$ cat config.mk
export PLATFORM = sky130hd
export DESIGN_NAME = pipeline_ifq
export DESIGN_NICKNAME = d
export VERILOG_FILES = /design/src/rtl/pipeline_ifq.sv
export SDC_FILE = /design/constraint.sdc
export NUM_CORES = 1
export LEC_CHECK = 0
export CAP_MARGIN = 20
export CELL_PAD_IN_SITES_DETAIL_PLACEMENT = 0
export CELL_PAD_IN_SITES_GLOBAL_PLACEMENT = 1
export CORE_UTILIZATION = 50
export CTS_CLUSTER_SIZE = 10
export DETAILED_ROUTE_END_ITERATION = 6
export HOLD_SLACK_MARGIN = 0.1
export MAX_ROUTING_LAYER = met4
export PLACE_DENSITY = 0.89
export SLEW_MARGIN = 30
export SYNTH_ARGS = -nofsm -noshare
export SYNTH_HDL_FRONTEND = slang
export SYNTH_SLANG_ARGS = --single-unit
$ cat constraint.sdc
create_clock -name clk_i -period 6.11 [get_ports clk_i]
set_input_delay 0.611 -clock clk_i [delete_from_list [all_inputs] [get_ports clk_i]]
set_output_delay 0.611 -clock clk_i [all_outputs]
set_load 0.01 [all_outputs]
$ cat src/rtl/pipeline_ifq.sv
// Instruction fetch queue between fetch and decode: DEPTH-entry {pc, instr} ring
// with flush-to-empty on taken branches and a sticky overflow flag.
module pipeline_ifq #(
    parameter int DEPTH = 4,
    parameter int WIDTH = 32
) (
    input  logic                     clk_i,
    input  logic                     reset_i,
    input  logic                     push_i,
    input  logic [WIDTH-1:0]         push_pc_i,
    input  logic [WIDTH-1:0]         push_instr_i,
    input  logic                     pop_i,
    input  logic                     flush_i,
    output logic                     valid_o,
    output logic [WIDTH-1:0]         pc_o,
    output logic [WIDTH-1:0]         pcplus4_o,
    output logic [WIDTH-1:0]         instr_o,
    output logic                     full_o,
    output logic [$clog2(DEPTH):0]   count_o,
    output logic                     ovf_o
);
    localparam int AW = $clog2(DEPTH);
    localparam int CW = AW + 1;

    typedef struct packed {
        logic [WIDTH-1:0] pc;
        logic [WIDTH-1:0] instr;
    } entry_t;

    entry_t [DEPTH-1:0] mem_q;
    logic   [AW-1:0]    rp_q, rp_d, wp_q, wp_d;
    logic   [CW-1:0]    count_q, count_d;
    logic               ovf_q, ovf_d;
    logic               acc_push, acc_pop;
    entry_t             head;

    always_comb begin
        valid_o  = (count_q != '0);
        full_o   = (count_q == CW'(DEPTH));
        acc_push = push_i && !full_o && !flush_i;
        acc_pop  = pop_i && valid_o && !flush_i;

        rp_d    = rp_q;
        wp_d    = wp_q;
        count_d = count_q;
        ovf_d   = ovf_q | (push_i && full_o && !flush_i);

        if (flush_i) begin
            rp_d    = '0;
            wp_d    = '0;
            count_d = '0;
        end else begin
            if (acc_push) wp_d = wp_q + AW'(1);
            if (acc_pop)  rp_d = rp_q + AW'(1);
            count_d = count_q + CW'(acc_push) - CW'(acc_pop);
        end
    end

    always_ff @(posedge clk_i) begin
        if (reset_i) begin
            rp_q    <= '0;
            wp_q    <= '0;
            count_q <= '0;
            ovf_q   <= 1'b0;
        end else begin
            rp_q    <= rp_d;
            wp_q    <= wp_d;
            count_q <= count_d;
            ovf_q   <= ovf_d;
        end
    end

    // Storage needs no reset; an empty queue masks the head to zero.
    always_ff @(posedge clk_i) begin
        if (acc_push) mem_q[wp_q] <= '{pc: push_pc_i, instr: push_instr_i};
    end

    always_comb begin
        head      = mem_q[rp_q];
        pc_o      = valid_o ? head.pc    : '0;
        instr_o   = valid_o ? head.instr : '0;
        pcplus4_o = pc_o + WIDTH'(4);
        count_o   = count_q;
        ovf_o     = ovf_q;
    end
endmodule

# --- After elaboration in Yosys (flattened, before gate mapping) ---
# Cells that the tools add are included.
op_classes:
  add_sub_neg: 5
  n_mul: 0
  div: 0
  order_cmp: 3
  n_eq_ne: 1
  shifts: 0
  mux: 7
  bitwise: 1
  reduce_logical: 11
op_table:
  columns: ["operator", "n"]
  rows:
  - ["$bwmux W256", 1]
  - ["$bmux W64 S2", 1]
  - ["$demux W64 S2", 1]
  - ["$mux W64", 2]
  - ["$mux W32", 2]
  - ["$add A32 B3 Y32 const B", 1]
  - ["$logic_and A1 B1 Y1", 7]
  - ["$lt A2 B3 Y1 const B", 2]
  - ["$add A2 B1 Y2 const B", 2]
  - ["$add A3 B1 Y3", 1]
  - ["$eq A3 B3 Y1 const B", 1]
  - ["$reduce_bool A3 Y1", 1]
  - ["$sub A3 B1 Y3", 1]
  - ["$ge A2 B1 Y1 const B", 1]
  - ["$logic_not A1 Y1", 2]
  - ["$reduce_or A2 Y1", 1]
  - ["$or A1 B1 Y1", 1]
totals:
  regBits: 264
  latchBits: 0
  ram_bits: 0
  romBits: 0
  out_inout_bits: 102
  wordCells: 40
  mem_count: 0

# --- Depth between registers and ports, before layout ---
# Gate-level depths: netlist (run 1).
depth:
  depth_word: 6
  mapped_depth: 12
  depth_no_buf: 11

# --- Worst setup path after synthesis (run 1) ---
# OpenSTA, ideal clock, no wires.
synth_path:
  path_type: "register to output"
  start: "reg count_q[1] (netlist: count_o[1])"
  end: "out pcplus4_o[30]"
  arrival_time_ns: 2.754
  t_required_ns: 5.499
  slack_ns: 2.745
  path_stages_with_launch: 13
  n_path_buf: 3
  cell_sequence: "dfxtp_1 -> nor3_2 -> inv_1 -> buf_6 -> clkbuf_1 -> clkbuf_1 -> and2_1 -> ha_1 -> nand4_2 -> a211oi_2 -> nand4_2 -> nor4_2 -> xor2_1"
synth_via:
  elab_chain_cells: 3
synth_rtl:
  columns: ["item", "line", "text"]
  rows:
  - ["start, declared", "32", "logic [CW-1:0] count_q, count_d;"]
  - ["start signal, assigned", "68", "count_q <= count_d;"]
  - ["$reduce_bool A3 Y1", "38", "valid_o = (count_q != '0);"]
  - ["named net valid_o", "14", "output logic valid_o,"]
  - ["$mux W32", "80", "pc_o = valid_o ? head.pc : '0;"]
  - ["named net pc_o[3]", "15", "output logic [WIDTH-1:0] pc_o,"]
  - ["$add A32 B3 Y32", "82", "pcplus4_o = pc_o + WIDTH'(4);"]
  - ["end, declared", "16", "output logic [WIDTH-1:0] pcplus4_o,"]
# The timed path passes the listed nets, and every way through them passes these cells.

# --- Final worst setup path (run 1) ---
layout_path:
  start: "reg count_q[1] (netlist: count_o[1])"
  end: "out pcplus4_o[30]"
layout_via:
  elab_chain_cells: 3
layout_rtl:
  columns: ["item", "line"]
  rows:
  - ["$reduce_bool A3 Y1", "38"]
  - ["$mux W32", "80"]
  - ["$add A32 B3 Y32", "82"]
# No other way between the ends.

==> impl_metrics.toml, run 1 <==
[clock_tree]
cts_max_path_buffers = 3
cts-hold-fix-buffers = 0
path_clk_slew_ns = 0.06
cts_setup_buffers = 0
cts_root_buffer = "clkbuf_16"
cts_tree = "built"
tritoncts.num_buffers = 30
resize_count_post_cts = 0
clock_latency_at_the_later_pin_of_the_worst_skew_pair_ns = 0.53
clock-sinks = 264
ctsHtreeMaxLevel = 1

[synth]
area_leader_netlist = "edfxtp_1"
yosysWarnings = 0
register_bit_total_from_synthesis = 264
synth-edff-count = 256
synth_seq_area_share = 0.700
synth_fp_nets = 668
synthesis.area_um2 = 11200
netlist_top_cells_area = "edfxtp_1 69%, mux4_2 8.8%, mux4_1 4.9%"
synth_top_area_share = 0.686
synthArstFlopShare = 0
synth_flop_cell = "edfxtp_1"
yosys.cell_count.top_type = "edfxtp_1"
synthCells = 591
post_synth.cell_area_avg_um2 = 19.0
synth_commonest_cells = "256 x edfxtp_1, 55 x and2_1, 44 x mux4_2, 33 x nand2_1, 22 x inv_1"
synth_cell_type_count = 48

[drt]
met2RoutedLength_um = 11400
drt_pre_antenna_iters = 4
route.detailed.drc = 0
postRouteAntennaNets = 0
vias_per_cell = 5.52
route.vias.total = 5902
routed-wl-met3_um = 1830
post_drt_wl_per_cell_um = 21.3
detail_route.wirelength_um = 22800
drt_first_iter_violations = 359
route.layer.met1.wl_um = 9170
highest-signal-layer = "met4"

[power]
vdd.ir_drop.worst_v = 0.000274
cellLeakagePower_nw = 4.60
pwr_density_nw_per_um2 = 272
p_total_mw = 3.81

[cells_and_area]
nFillCells = 1538
flow.area_growth_from_synthesis_pct = 25.0
final_nets = 851
final_cell_count_no_fill = 1069
drive_gt1_frac = 0.146

[floorplan]
initial_core_util = 0.512
io-pin-count = 171
die_height_um = 152
fp.coreArea_um2 = 21900
floorplan.rows = 54
die_width_um = 152
design.die.area_um2 = 23000

[placed_design]
place_hpwl_um = 14300
pre_cts_slack_ns = 1.87
placed_cells = 1017
portBuffers = 170
gp_congestion = 0.769

[critical_path]
critPathRequiredTime_ns = 5.50
timing.rr.end = "count_o[2]"
worst-r2r-cell-count = 13
worst_setup_path_end_kind = "primary output"
critical_path.startpoint_type = "flop"
r2r_setup_slack_ns = 2.73
worst_setup_path_startpoint = "count_o[1]"
crit-reg2reg-launch = "count_o[1]"
timing.setup.critical_path_class = "flop to primary output"
cp_data_arrival_time_ns = 4.02
critPathCapture = "pcplus4_o[30]"
critical_path_peak_fanout = 33

[hold_path]
hold_class = "flop to flop"

[sta]
setup-tns-final_ns = 0
maxSlewHeadroom = 0.559
report.final.setup_viol = 0
maxClockFrequency_ghz = 0.216
grt_setup_unrepaired = "no"
clock_period_minus_worst_slack_ns = 4.63
transition_time_at_the_pin_with_the_least_slew_margin_ns = 0.662
final_min_period_over_clock_period = 0.758
timing.final.max_slew_violations = 0
finalHoldWorstSlack_ns = 0.513
finalHoldViolations = 0
timing.clock.skew_ns = 0.0171
postLayoutSetupSlackWorst_ns = 1.48

[global_routing]
globalRouteOverflowTotal = 0
grt_util_all_layers = 0.209
grt_pass1_vias = 6248
grt_first_pass_wirelength_um = 34500
largest_net_degree_at_the_start_of_global_routing = 65
grt_antenna_before_repair = 2

[run]
drv_cap = 0

[run_status]
run_status = "finished clean"
metrics by stage:
stage,instance area [µm²],util
2_1_floorplan,11200,-
4_1_cts,13900,0.634
3_3_place_gp,13100,0.597
5_1_grt,14000,0.640
3_5_place_dp,13100,0.597
6_report,14000,0.640
cell type report:
cell class                      instances  area [µm²]  share of cell area
Inverter                               22        82.6             0.00589
Clock buffer                           43         821              0.0586
Tap cell                              280         350              0.0250
Antenna cell                            2        5.00            0.000357
Timing Repair Buffer                  179        1850               0.132
Clock inverter                          2        7.51            0.000536
Multi-Input combinational cell        277        3040               0.217
Sequential cell                       264        7860               0.561
placed cells by master (no fill, tap or decap), types with 2 or more instances in the layout:
| cell | instances |
|---|---|
| diode_2 | 2 |
| buf_4 | 4 |
| mux2i_1 | 4 |
| xor2_1 | 12 |
| nand2_1 | 33 |
| a211oi_2 | 2 |
| clkdlybuf4s50_1 | 170 |
| mux2_2 | 3 |
| a211oi_1 | 2 |
| nand4_2 | 2 |
| nor3_2 | 3 |
| clkbuf_16 | 31 |
| mux4_1 | 21 |
| ha_1 | 7 |
| xnor2_1 | 21 |
| mux4_2 | 44 |
| and2_4 | 4 |
| nor3_1 | 2 |
| nor3b_1 | 2 |
| nor3b_2 | 3 |
| clkinv_1 | 2 |
| and2_1 | 51 |
| buf_16 | 2 |
| and3_1 | 6 |
| dfxtp_4 | 2 |
| clkbuf_1 | 12 |
| nand3_1 | 9 |
| dfxtp_1 | 6 |
| nor2_1 | 21 |
| edfxtp_1 | 256 |
| and3b_2 | 2 |
| a31oi_1 | 3 |
| buf_12 | 3 |
| inv_1 | 21 |
| nand4_1 | 3 |
state kept, by name (all words and copies together) (netlist names):
name,count
mem_q,256
count_o,3
rp_q,2
wp_q,2
ovf_o,1
per-layer routing:
layer  global-route usage  vias to the layer above
met5                    -                        -
met4               0.0480                        0
met3               0.0428                       38
met2                0.353                      214
met1                0.261                     2969
li1                     -                     2681
report_power, final:
group / switching (mW) / leakage, nW / internal [mW]
Sequential: 0.00893 / 2.39 / 2.02
Combinational: 0.113 / 1.80 / 0.131
Clock: 0.628 / 0.399 / 0.910
worst min path at each step:
stage               slack, ns   from     to  cells after the start
floorplan                0.50  ovf_o  ovf_o                      2
global placement         0.45  ovf_o  ovf_o                      2
detailed placement       0.50  ovf_o  ovf_o                      2
CTS                      0.51  ovf_o  ovf_o                      2
global route             0.53  ovf_o  ovf_o                      2
finish                   0.51  ovf_o  ovf_o                      2
cell families (layout without fill, tap and decap cells):
group | Yosys count | after routing | share of synthesized area
simple gates | 152 | 152 | 0.0824
compound gates | 12 | 12 | 0.00826
xor+xnor | 33 | 33 | 0.0258
mux | 72 | 72 | 0.144
buf+inv | 50 | 246 | 0.0294
other cells | 0 | 2 | 0
flops | 264 | 264 | 0.700
fa+ha+maj | 8 | 8 | 0.00960
worst max-delay path, cell delays in order, from the launching register on:
cell,delay (ns)
dfxtp_1,0.46
nor3_2,0.08
buf_4,0.20
inv_2,0.43
nand2_1,0.19
inv_1,0.12
ha_1,0.22
nand4_2,0.19
a211oi_2,0.30
nand4_2,0.28
nor4_2,0.26
xor2_1,0.17
clkdlybuf4s50_1,0.55
Note: power is estimated with default switching activity, not from simulation.
==> run 2: changes to the inputs <==
Settings changed: CORE_UTILIZATION 50 to 46, PLACE_DENSITY 0.89 to 0.83.
Clock period 6.11 ns to 4.5 ns, I/O delays scaled along.
==> impl_metrics.toml, run 2 (synthesis results as in run 1) <==
[critical_path]
r2r_setup_slack_ns = 1.47
critPathRequiredTime_ns = 4.05
worst_setup_path_end_kind = "primary output"
crit-reg2reg-launch = "count_o[1]"
worst-r2r-cell-count = 12
critical_path.startpoint_type = "flop"
timing.rr.end = "count_o[2]"
critical_path_peak_fanout = 42
timing.setup.critical_path_class = "flop to primary output"
critical_path.cell_chain = "buf_4 > mux4_2 > nand3_2 > nor3b_4 > nand4_2 > nor4_2 > xor2_1 > clkdlybuf4s50_1"
cpMaxStageDelayCell = "dfxtp_4"
worst_setup_path_startpoint = "rp_q[1]"
cp_data_arrival_time_ns = 3.77
max_stage_delay_ns = 0.68

[drt]
vias_per_cell = 5.28
drt_first_iter_violations = 353
route.detailed.drc = 0
drt_pre_antenna_iters = 5
postRouteAntennaNets = 0
detail_route.wirelength_um = 22700
post_drt_wl_per_cell_um = 20.3
route.vias.total = 5899

[global_routing]
grt_pass1_vias = 6163
globalRouteOverflowTotal = 0
grt_util_all_layers = 0.194
grt_antenna_before_repair = 2
grt_first_pass_wirelength_um = 35000
largest_net_degree_at_the_start_of_global_routing = 65

[cells_and_area]
final_cell_mix = "256 x edfxtp_1, 170 x clkdlybuf4s50_1, 51 x and2_1, 44 x mux4_2, 33 x nand2_1"
drive_gt1_frac = 0.146
largest_register_ff_count = 256
final_nets = 850
flow.area_growth_from_synthesis_pct = 25.9
registers.top_by_ff_count = "mem_q"
final_common_cell = "edfxtp_1"
nFillCells = 1756

[floorplan]
fp.coreArea_um2 = 23700
design.die.area_um2 = 25000
floorplan.rows = 56
die_height_um = 158
io-pin-count = 171
initial_core_util = 0.473
die_width_um = 158

[clock_tree]
resize_count_post_cts = 0
path_clk_slew_ns = 0.06
clock-sinks = 264
cts_setup_buffers = 0
tritoncts.num_buffers = 30
cts_tree = "built"
ctsHtreeMaxLevel = 1
clock_latency_at_the_later_pin_of_the_worst_skew_pair_ns = 0.53
cts-hold-fix-buffers = 0
cts_root_buffer = "clkbuf_16"
cts_max_path_buffers = 3

[hold_path]
hold-path-cell-count = 2
hold_class = "input port to flop"
hold_path.startpoint = "reset_i"
holdPathEnd = "ovf_o"

[sta]
transition_time_at_the_pin_with_the_least_slew_margin_ns = 0.644
maxClockFrequency_ghz = 0.237
finalHoldViolations = 0
timing.final.max_slew_violations = 0
setup-tns-final_ns = 0
timing.clock.skew_ns = 0.00643
maxSlewHeadroom = 0.569
postLayoutSetupSlackWorst_ns = 0.280
finalHoldWorstSlack_ns = 0.467
clock_period_minus_worst_slack_ns = 4.22
final_min_period_over_clock_period = 0.938
grt_setup_unrepaired = "no"
report.final.setup_viol = 0

[power]
cellLeakagePower_nw = 4.62
vdd.ir_drop.worst_v = 0.000296
pwr_density_nw_per_um2 = 372

[run_status]
run_status = "finished clean"

[run]
drv_cap = 0

[placed_design]
place_hpwl_um = 14100
pre_cts_slack_ns = 0.800
portBuffers = 170
gp_congestion = 0.822
-- run 2: area by class of cell --
cell class | count | area (µm²) | share of cell area
clock buffer | 55 | 876 | 0.0621
tap | 319 | 399 | 0.0283
multi-input combinational | 277 | 3050 | 0.216
timing repair buffer | 178 | 1840 | 0.130
inverter | 22 | 82.6 | 0.00585
antenna | 2 | 5.00 | 0.000355
clock inverter | 1 | 5.00 | 0.000355
sequential | 264 | 7860 | 0.557
-- run 2: layer usage --
layer / wire [µm] / track usage
met3: 1890 / 0.0413
met1: 9800 / 0.262
met5: 0 / -
met4: 257 / 0.0453
met2: 10700 / 0.305
-- run 2: metrics by stage --
step / util / power, mW / instance area (µm²) / std cells
6_report: 0.596 / 5.25 / 14100 / 1118
5_1_grt: 0.596 / 5.43 / 14100 / 1118
4_1_cts: 0.591 / 5.29 / 14000 / 1112
3_5_place_dp: 0.554 / 3.13 / 13100 / 1056
3_3_place_gp: 0.554 / 3.12 / 13100 / 1056
2_1_floorplan: - / 2.93 / 11200 / 591
-- run 2: power by group --
group	switching [mW]	leakage (nW)	internal [mW]
clock network	0.876	0.420	1.29
logic	0.154	1.80	0.179
registers	0.0118	2.39	2.74
total	1.04	4.62	4.21
-- run 2: worst max-delay path by stage --
stage | endpoint | slack [ns] | cells after the start
global placement | pcplus4_o[30] | 0.84 | 8
floorplan | pcplus4_o[30] | 1.30 | 12
CTS | pcplus4_o[30] | 0.23 | 8
global route | pcplus4_o[30] | 0.07 | 9
finish | pcplus4_o[30] | 0.28 | 8
detailed placement | pcplus4_o[30] | 0.80 | 8
-- run 2: worst max-delay path: cells and delay by family (launching register included) --
kind	cells	cell delay (ns)
buf+inv	2	1.14
simple gates	4	0.86
flops	1	0.68
mux	1	0.36
xor+xnor	1	0.17
==> run 3: changes to the inputs <==
Settings changed: CORE_UTILIZATION 46 to 42, PLACE_DENSITY 0.83 to 0.88.
Clock period 4.5 ns to 3.8 ns, I/O delays scaled along.
==> impl_metrics.toml, run 3 (synthesis results as in run 1) <==
[power]
clkPwrFrac = 0.419
netSwitchingFraction = 0.195
cellLeakagePower_nw = 4.72
switchingPower_mw = 1.23
cell_internal_pwr_mw = 5.05
power.share.combinational = 0.063
vdd.ir_drop.worst_v = 0.000355
reg_power_frac = 0.518
pwr_density_nw_per_um2 = 440

[placed_design]
portBuffers = 170
placedInstanceArea_um2 = 13300
place_hpwl_um = 14700
gp_congestion = 0.793

[sta]
transition_time_at_the_pin_with_the_least_slew_margin_ns = 0.559
grt_setup_unrepaired = "no"
maxClockFrequency_ghz = 0.274
maxSlewHeadroom = 0.625
setup-tns-final_ns = 0
finalHoldWorstSlack_ns = 0.404
final_min_period_over_clock_period = 0.960
report.final.setup_viol = 0
finalHoldViolations = 0
timing.final.max_slew_violations = 0
timing.clock.skew_ns = 0.00958
clock_period_minus_worst_slack_ns = 3.65

[cells_and_area]
fin_area_um2 = 14300
largest_register_ff_count = 256
registers.top_by_ff_count = "mem_q"
final_common_cell = "edfxtp_1"
final_util = 0.546
flow.area_growth_from_synthesis_pct = 27.4
final_cell_mix = "256 x edfxtp_1, 168 x clkdlybuf4s50_1, 51 x and2_1, 45 x mux4_2, 33 x nand2_1"
final_nets = 862
drive_gt1_frac = 0.164

[drt]
postRouteAntennaNets = 0
detail_route.wirelength_um = 22400
vias_per_cell = 5.07
drt_first_iter_violations = 336
route.detailed.drc = 32
drt_pre_antenna_iters = 7
post_drt_wl_per_cell_um = 19.6
route.vias.total = 5813

[critical_path]
timing.setup.critical_path_class = "flop to primary output"
critical_path_peak_fanout = 10
cp_data_arrival_time_ns = 3.27
cpMaxStageDelayCell = "mux4_1"
critical_path.cell_chain = "mux4_1 > and2_1 > ha_2 > nand4_4 > a211oi_2 > and3_2 > nand3_1 > xnor2_1 > clkdlybuf4s50_1"
max_stage_delay_ns = 0.63
timing.critical_path.buf_inv = 1
path_delay_family = "simple AND/OR/NAND/NOR gates"
critPathRequiredTime_ns = 3.42
critical_path.startpoint_type = "flop"
worst_setup_path_end_kind = "primary output"

[floorplan]
io-pin-count = 171
die_width_um = 165
die_height_um = 165
fp.coreArea_um2 = 26100
initial_core_util = 0.429
design.die.area_um2 = 27300
floorplan.rows = 59

[clock_tree]
cts_tree = "built"
cts_root_buffer = "clkbuf_16"
clock_latency_at_the_later_pin_of_the_worst_skew_pair_ns = 0.53
clock-sinks = 264
ctsHtreeMaxLevel = 1
path_clk_slew_ns = 0.05
tritoncts.num_buffers = 31
cts_max_path_buffers = 3

[global_routing]
grt_antenna_before_repair = 3
largest_net_degree_at_the_start_of_global_routing = 50
grt_first_pass_wirelength_um = 33000
globalRouteOverflowTotal = 0
grt_util_all_layers = 0.166
grt_pass1_vias = 5978

[run_status]
violations = "design-rule violations"
run_status = "finished with violations"

[hold_path]
hold_class = "input port to flop"

[run]
drv_cap = 0
run 3: cell count changes in the layout (fill, tap and decap cells not counted), sizes merged:
| cell | change |
|---|---|
| clkdlybuf4s50 | -2 |
| dlymetal6s2s | +2 |
| clkinv | +1 |
| bufinv | +1 |
| diode | +1 |
| buf | +10 |
| inv | -1 |
| clkinvlp | +1 |
run 3: cell type report:
| type | instances | area, µm² |
|---|---|---|
| diodes | 3 | 7.51 |
| clock buffers | 54 | 872 |
| clock inverters | 3 | 38.8 |
| fillers | 2058 | 11900 |
| inverters | 22 | 86.3 |
| multi-input cells | 277 | 3050 |
| flip-flops and latches | 264 | 7860 |
| well taps | 335 | 419 |
| repair buffers | 189 | 1950 |
run 3: power groups by stage:
stage | Clock [mW] | Combinational [mW] | Sequential (mW)
finish | 2.63 | 0.397 | 3.25
global route | 2.82 | 0.426 | 3.25
CTS | 2.69 | 0.401 | 3.25
detailed placement | 0 | 0.397 | 3.31
global placement | 0 | 0.392 | 3.31
floorplan | 0 | 0.161 | 3.31
run 3: per-stage QoR:
stage               cells  setup WS (ns)  power, mW
floorplan             591          0.622       3.47
global placement     1080          0.514       3.70
detailed placement   1080          0.460       3.71
CTS                  1140         0.0175       6.35
global route         1147         0.0186       6.50
finish               1147          0.151       6.28
run 3: worst register-to-register path: stages (launching register included):
cell and delay (ns):
dfxtp_1 0.34, nor3_2 0.28, inv_2 0.17, buf_6 0.22, and3_1 0.27, ha_1 0.29, inv_1 0.05, ha_1 0.13
inv_1 0.05, fa_1 0.37, xor2_1 0.17, xnor2_1 0.13, nor2_1 0.05
run 3: worst paths after layout:
kind	startpoint	to	slack, ns	cells after the start
setup / recovery	rp_q[0]	pcplus4_o[20]	0.15	9
hold / removal	reset_i	ovf_o	0.40	2
setup reg to reg	count_o[0]	count_o[2]	1.17	12
hold reg to reg	ovf_o	ovf_o	0.47	2
run 3: metal layers:
metal,GRT usage,part of all wire,vias up,routed length [µm]
met3,0.0350,0.067,27,1500
met4,0.0384,0.014,0,312
li1,-,-,2724,-
met5,-,0,-,0
met1,0.209,0.42,2882,9450
met2,0.277,0.50,180,11200
run 3: repair_timing:
item	CTS	global route
buffers inserted	3	3
endpoints found under the setup margin	9	10
gates cloned	0	1
hold buffers	0	0
gates resized for setup	4	9
